--- config.mk ---
export PLATFORM = sky130hd
export DESIGN_NAME = writeback_stage
export DESIGN_NICKNAME = d
export VERILOG_FILES = /design/src/rtl/writeback_stage.sv
export SDC_FILE = /design/constraint.sdc
export NUM_CORES = 1
export LEC_CHECK = 0
export CORE_ASPECT_RATIO = 0.6
export CORE_MARGIN = 2
export CORE_UTILIZATION = 35
export CTS_CLUSTER_SIZE = 14
export DETAILED_ROUTE_END_ITERATION = 10
export PLACE_DENSITY = 0.84
export SLEW_MARGIN = 20
export SYNTH_ARGS = -nofsm -noshare
export SYNTH_HDL_FRONTEND = slang
export SYNTH_SLANG_ARGS = --single-unit
--- constraint.sdc ---
create_clock -name clk -period 1.5 [get_ports clk]
set_input_delay 0.225 -clock clk [delete_from_list [all_inputs] [get_ports clk]]
set_output_delay 0.225 -clock clk [all_outputs]
set_load 0.1 [all_outputs]
--- src/rtl/writeback_stage.sv ---
// Final pipeline stage. It holds the MEM/WB register and waits for the
// data-memory response on loads. It aligns and extends load data, picks the
// writeback source, and drives a single-cycle register-file write strobe.
module writeback_stage #(
  parameter int XLEN = 32
) (
  input  logic            clk,
  input  logic            rst_n,
  input  logic            mem_valid,
  output logic            mem_ready,
  input  logic            mem_reg_write,
  input  logic [4:0]      mem_rd,
  input  logic [1:0]      mem_wb_sel,
  input  logic [XLEN-1:0] mem_alu_result,
  input  logic [XLEN-1:0] mem_pc_plus4,
  input  logic [2:0]      mem_funct3,
  input  logic            dmem_rvalid,
  input  logic [XLEN-1:0] dmem_rdata,
  output logic            rf_reg_write,
  output logic [4:0]      rf_rd,
  output logic [XLEN-1:0] rf_write_data,
  output logic            load_pending,
  output logic [4:0]      load_pending_rd
);

  typedef enum logic [1:0] {IDLE, WAIT_LOAD, WRITE} state_e;

  localparam logic [1:0] WB_ALU  = 2'b00;
  localparam logic [1:0] WB_LOAD = 2'b01;
  localparam logic [1:0] WB_PC4  = 2'b10;

  state_e            state_q;
  logic              reg_write_q;
  logic [4:0]        rd_q;
  logic [2:0]        funct3_q;
  logic [1:0]        lsb_q;
  logic [XLEN-1:0]   data_q;

  logic              accept;
  logic              is_load;
  logic [XLEN-1:0]   sel_d;

  // Align the selected byte/half of a word-aligned read and extend it.
  // Halves only look at address bit 1, so misaligned halves wrap to the
  // enclosing aligned half.
  function automatic logic [XLEN-1:0] load_ext(input logic [XLEN-1:0] w,
                                               input logic [2:0]      f3,
                                               input logic [1:0]      lsb);
    logic [XLEN-1:0] sh;
    logic [7:0]      b;
    logic [15:0]     h;
    sh = w >> {lsb, 3'b000};
    b  = sh[7:0];
    h  = lsb[1] ? w[31:16] : w[15:0];
    case (f3)
      3'b000:  load_ext = {{24{b[7]}}, b};
      3'b001:  load_ext = {{16{h[15]}}, h};
      3'b100:  load_ext = {24'h0, b};
      3'b101:  load_ext = {16'h0, h};
      default: load_ext = w;
    endcase
  endfunction

  assign mem_ready = (state_q != WAIT_LOAD);
  assign accept    = mem_valid && mem_ready;
  assign is_load   = (mem_wb_sel == WB_LOAD);

  // Writeback source for non-load instructions; reserved code falls back to ALU.
  always_comb begin
    sel_d = mem_alu_result;
    case (mem_wb_sel)
      WB_PC4:  sel_d = mem_pc_plus4;
      WB_ALU:  sel_d = mem_alu_result;
      default: sel_d = mem_alu_result;
    endcase
  end

  // Control FSM plus the MEM/WB register; a response in WAIT_LOAD blocks
  // any accept that cycle because mem_ready is low.
  always_ff @(posedge clk or negedge rst_n) begin
    if (!rst_n) begin
      state_q     <= IDLE;
      reg_write_q <= 1'b0;
      rd_q        <= 5'd0;
      funct3_q    <= 3'd0;
      lsb_q       <= 2'd0;
      data_q      <= '0;
    end else begin
      case (state_q)
        WAIT_LOAD: begin
          if (dmem_rvalid) begin
            data_q  <= load_ext(dmem_rdata, funct3_q, lsb_q);
            state_q <= WRITE;
          end
        end
        default: begin
          if (accept) begin
            reg_write_q <= mem_reg_write;
            rd_q        <= mem_rd;
            funct3_q    <= mem_funct3;
            lsb_q       <= mem_alu_result[1:0];
            if (is_load) begin
              state_q <= WAIT_LOAD;
            end else begin
              data_q  <= sel_d;
              state_q <= WRITE;
            end
          end else begin
            state_q <= IDLE;
          end
        end
      endcase
    end
  end

  assign rf_reg_write    = (state_q == WRITE) && reg_write_q && (rd_q != 5'd0);
  assign rf_rd           = rd_q;
  assign rf_write_data   = data_q;
  assign load_pending    = (state_q == WAIT_LOAD);
  assign load_pending_rd = load_pending ? rd_q : 5'd0;

endmodule

==> summary.json <==
{
  "die": {
    "cell_rows": 25,
    "die_height_um": 74.7,
    "core_region_area_mm2": 0.00798,
    "die-width_um": 122,
    "floorplan.io_pins": 156,
    "start_util_pct": 36.5,
    "floorplan.die_area_mm2": 0.00909
  },
  "logic_synthesis": {
    "synthesis.instances": 319,
    "async_flop_share_pct": 100,
    "post_synthesis_cell_area_mm2": 0.00291,
    "synth.mux.area_fraction_pct": 7.82,
    "yosys.area_share.simple_pct": 25.7,
    "synth_area_in_compound_gates_pct": 22.9,
    "ys_seq_elements": 45,
    "synth_edf_count": 0,
    "xor_xnor_portion_of_the_synthesized_cell_area_pct": 0,
    "post_synth_fa_ha_maj_area_fraction_pct": 0,
    "yosysUniqueCellTypes": 38,
    "yosysWarningCount": 0,
    "synth.net_count": 430,
    "synth_seq_area_share_pct": 38.7,
    "synth_ff_type": "sky130_fd_sc_hd__dfrtp_1",
    "main_combinational_cell_family_by_area_after_synthesis": "simple AND/OR/NAND/NOR gates",
    "syn_avg_cell_area_um2": 9.13
  },
  "layout": {
    "fin_nets": 648,
    "syn_to_final_growth_pct": 123,
    "fillCellCount": 413,
    "layout.cell_area.non_filler_mm2": 0.00650,
    "final_layout_size_suffix_gt1_share_pct": 40.7
  },
  "place": {
    "dp_slack_ps": -610,
    "place_hpwl_um": 9640,
    "placed_cell_area_mm2": 0.00538,
    "routability_congestion": 0.901,
    "placement.io_buffers": 155
  },
  "timing": {
    "finalMaxSlewViolations": 0,
    "unrepaired_setup_endpoints_after_global_routing": "true",
    "fmax_ghz": 0.535,
    "period_minus_slack_ps": 1870,
    "timing.slew.headroom_pct": 56.9,
    "final.setup_skew_ps": 8.36,
    "setup_viol": 40,
    "post-route-period-util_pct": 125,
    "timing.final.hold_violations": 0,
    "fin_ws_ps": -368,
    "timing_worst_slew_pin_value_ps": 647
  },
  "drt": {
    "detail_route.drc_violations": 0,
    "post_route_ant_nets": 0,
    "detailed_route_wire_length_per_cell_um": 24.2,
    "drt_pass1_iterations": 7,
    "num_vias": 3935,
    "vias_per_cell": 6.08,
    "drtIter0Drc": 524,
    "wl_um": 15600
  },
  "run": {
    "max_capacitance_violation_total": 0
  },
  "critical_path": {
    "worst_setup_path_end_kind": "output pin",
    "cp.required_ps": 1270,
    "worst_setup_path_start_kind": "register",
    "critical_path_peak_fanout": 2,
    "critPathKind": "register to output pin",
    "cp.arrival_ps": 1640
  },
  "cts": {
    "worst_skew_pair.late_latency_ps": 290,
    "clock-sinks": 45,
    "numCtsBuffers": 5,
    "max-clock-path-buffers": 2,
    "cts_tree": "yes",
    "cts.htree.levels": 2,
    "clockRootBuffer": "sky130_fd_sc_hd__clkbuf_16",
    "cts.reportedPaths.clkPinSlew_ps": 70
  },
  "power": {
    "irDropWorstVdd_mv": 0.784,
    "power_per_cell_area_mw_per_mm2": 1200,
    "power_leakage_nw": 2.66
  },
  "grt": {
    "global_route_wire_length_before_repair_um": 21500,
    "grt_use_total_pct": 31.7,
    "gr-total-overflow": 0,
    "grt_start_max_net_pins": 29,
    "first_global_vias": 3934,
    "antenna_violations_before_repair": 1
  },
  "run_status": {
    "run_status": "finished, violations left",
    "violations_in_the_final_reports": "negative setup slack"
  },
  "min_path": {
    "hp-class": "primary input to asynchronous set/reset pin"
  }
}
-- timing repair --
item / in CTS / in global routing
buffers inserted: 19 / 19
gates resized for setup: 68 / 44
hold endpoints to repair: 18 / 0
setup endpoints to repair: 40 / 49
pin swaps: 32 / 21
hold buffers: 1 / 0
cloned: 3 / 2
-- kinds of logic (layout without fill, tap and decap cells) --
logic type             after synthesis  after routing
buffers and inverters               34            253
other                                0              1
flip-flops                          45             45
AND/OR/NAND/NOR                    144            144
multiplexers                        20             20
AO/OA/AOI/OAI                       76             76
-- power breakdown --
part	internal (W)	switching, W
clock network	0.000833	0.000475
registers	0.00146	0.000305
logic	0.00200	0.00273
-- critical path, cell delays in order (launching register included) --
cell and delay (ps):
sky130_fd_sc_hd__dfrtp_4 470, sky130_fd_sc_hd__or4_4 550, sky130_fd_sc_hd__nor2_4 120, sky130_fd_sc_hd__nor3_4 50, sky130_fd_sc_hd__buf_12 160
-- stage by stage --
step                      setup TNS, ps  util, %  std cells  hold WS, ps  total power (W)
after floorplan                   -2840        -        319        -70.6          0.00402
after global placement           -13740     67.5        596          201          0.00574
after detailed placement         -16560     67.5        596          206          0.00583
after CTS                         -8020     76.2        625          459          0.00742
after global routing             -11280     81.5        646          479          0.00799
final                            -10260     81.5        647          449          0.00780
-- synth_stat cells (7+ instances only) --
cell type	n	area (um^2)
sky130_fd_sc_hd__dfrtp_1	45	1130
sky130_fd_sc_hd__nand2_1	54	203
sky130_fd_sc_hd__nor4_1	7	43.8
sky130_fd_sc_hd__a211oi_1	7	52.6
sky130_fd_sc_hd__nand4_1	16	100
sky130_fd_sc_hd__clkbuf_1	22	82.6
sky130_fd_sc_hd__mux2i_1	7	70.1
sky130_fd_sc_hd__nor3_1	8	40.0
sky130_fd_sc_hd__and2_1	28	175
sky130_fd_sc_hd__a311oi_1	7	61.3
sky130_fd_sc_hd__a222oi_1	7	70.1
sky130_fd_sc_hd__a31oi_1	10	62.6
sky130_fd_sc_hd__nand3_1	8	40.0
sky130_fd_sc_hd__a22o_1	9	78.8
sky130_fd_sc_hd__o21ai_1	7	35.0
sky130_fd_sc_hd__o221a_1	16	180
sky130_fd_sc_hd__mux2_2	12	135
sky130_fd_sc_hd__nor2b_1	10	62.6
sky130_fd_sc_hd__o22a_1	7	61.3
-- layer usage --
| layer | vias up | part of all wire [%] | global-route usage (%) |
|---|---|---|---|
| met3 | 70 | 13 | 12.6 |
| met4 | 0 | 4.7 | 14.3 |
| met1 | 1886 | 38 | 37.6 |
| met5 | - | 0 | 0 |
| li1 | 1641 | - | - |
| met2 | 338 | 45 | 52.1 |
-- path summary, 6_finish.rpt --
path,from,endpoint,slack [ps],cells past startpoint
worst max-delay path,rf_rd[2],rf_reg_write,-370,4
max in group asynchronous,rst_n,rf_rd[0],500,3
min in group clk,reg_write_q,reg_write_q,520,1
worst min register to register,reg_write_q,reg_write_q,520,1
worst min-delay path,rst_n,rf_write_data[15],450,2
worst max register to register,lsb_q[1],rf_write_data[18],-320,6
-- layout make-up --
cell class	count	area, um^2	share of cell area [%]
Antenna cell	1	2.50	0.0385
Clock buffer	7	143	2.19
Clock inverter	1	30.0	0.462
Inverter	3	25.0	0.385
Multi-Input combinational cell	240	2060	31.7
Sequential cell	45	1150	17.6
Tap cell	108	135	2.08
Timing Repair Buffer	242	2960	45.5
-- cell usage in the layout, fill, tap and decap left out, types with 7 or more instances in the layout --
| master | count |
|---|---|
| sky130_fd_sc_hd__a222oi_1 | 7 |
| sky130_fd_sc_hd__a22o_1 | 9 |
| sky130_fd_sc_hd__a31oi_1 | 9 |
| sky130_fd_sc_hd__and2_1 | 22 |
| sky130_fd_sc_hd__buf_12 | 55 |
| sky130_fd_sc_hd__buf_4 | 51 |
| sky130_fd_sc_hd__buf_6 | 16 |
| sky130_fd_sc_hd__clkbuf_16 | 7 |
| sky130_fd_sc_hd__clkdlybuf4s50_1 | 108 |
| sky130_fd_sc_hd__dfrtp_1 | 37 |
| sky130_fd_sc_hd__mux2_4 | 10 |
| sky130_fd_sc_hd__mux2i_1 | 7 |
| sky130_fd_sc_hd__nand2_1 | 52 |
| sky130_fd_sc_hd__nand4_1 | 16 |
| sky130_fd_sc_hd__o221a_1 | 16 |
| sky130_fd_sc_hd__o22a_1 | 7 |
-- sequential cells by signal (all words and copies together), names as in the netlist --
| register | count |
|---|---|
| rf_write_data | 32 |
| funct3_q | 3 |
| reg_write_q | 1 |
| lsb_q | 2 |
| rf_rd | 5 |
| state_q | 2 |
(Power assumes the default switching activity.)
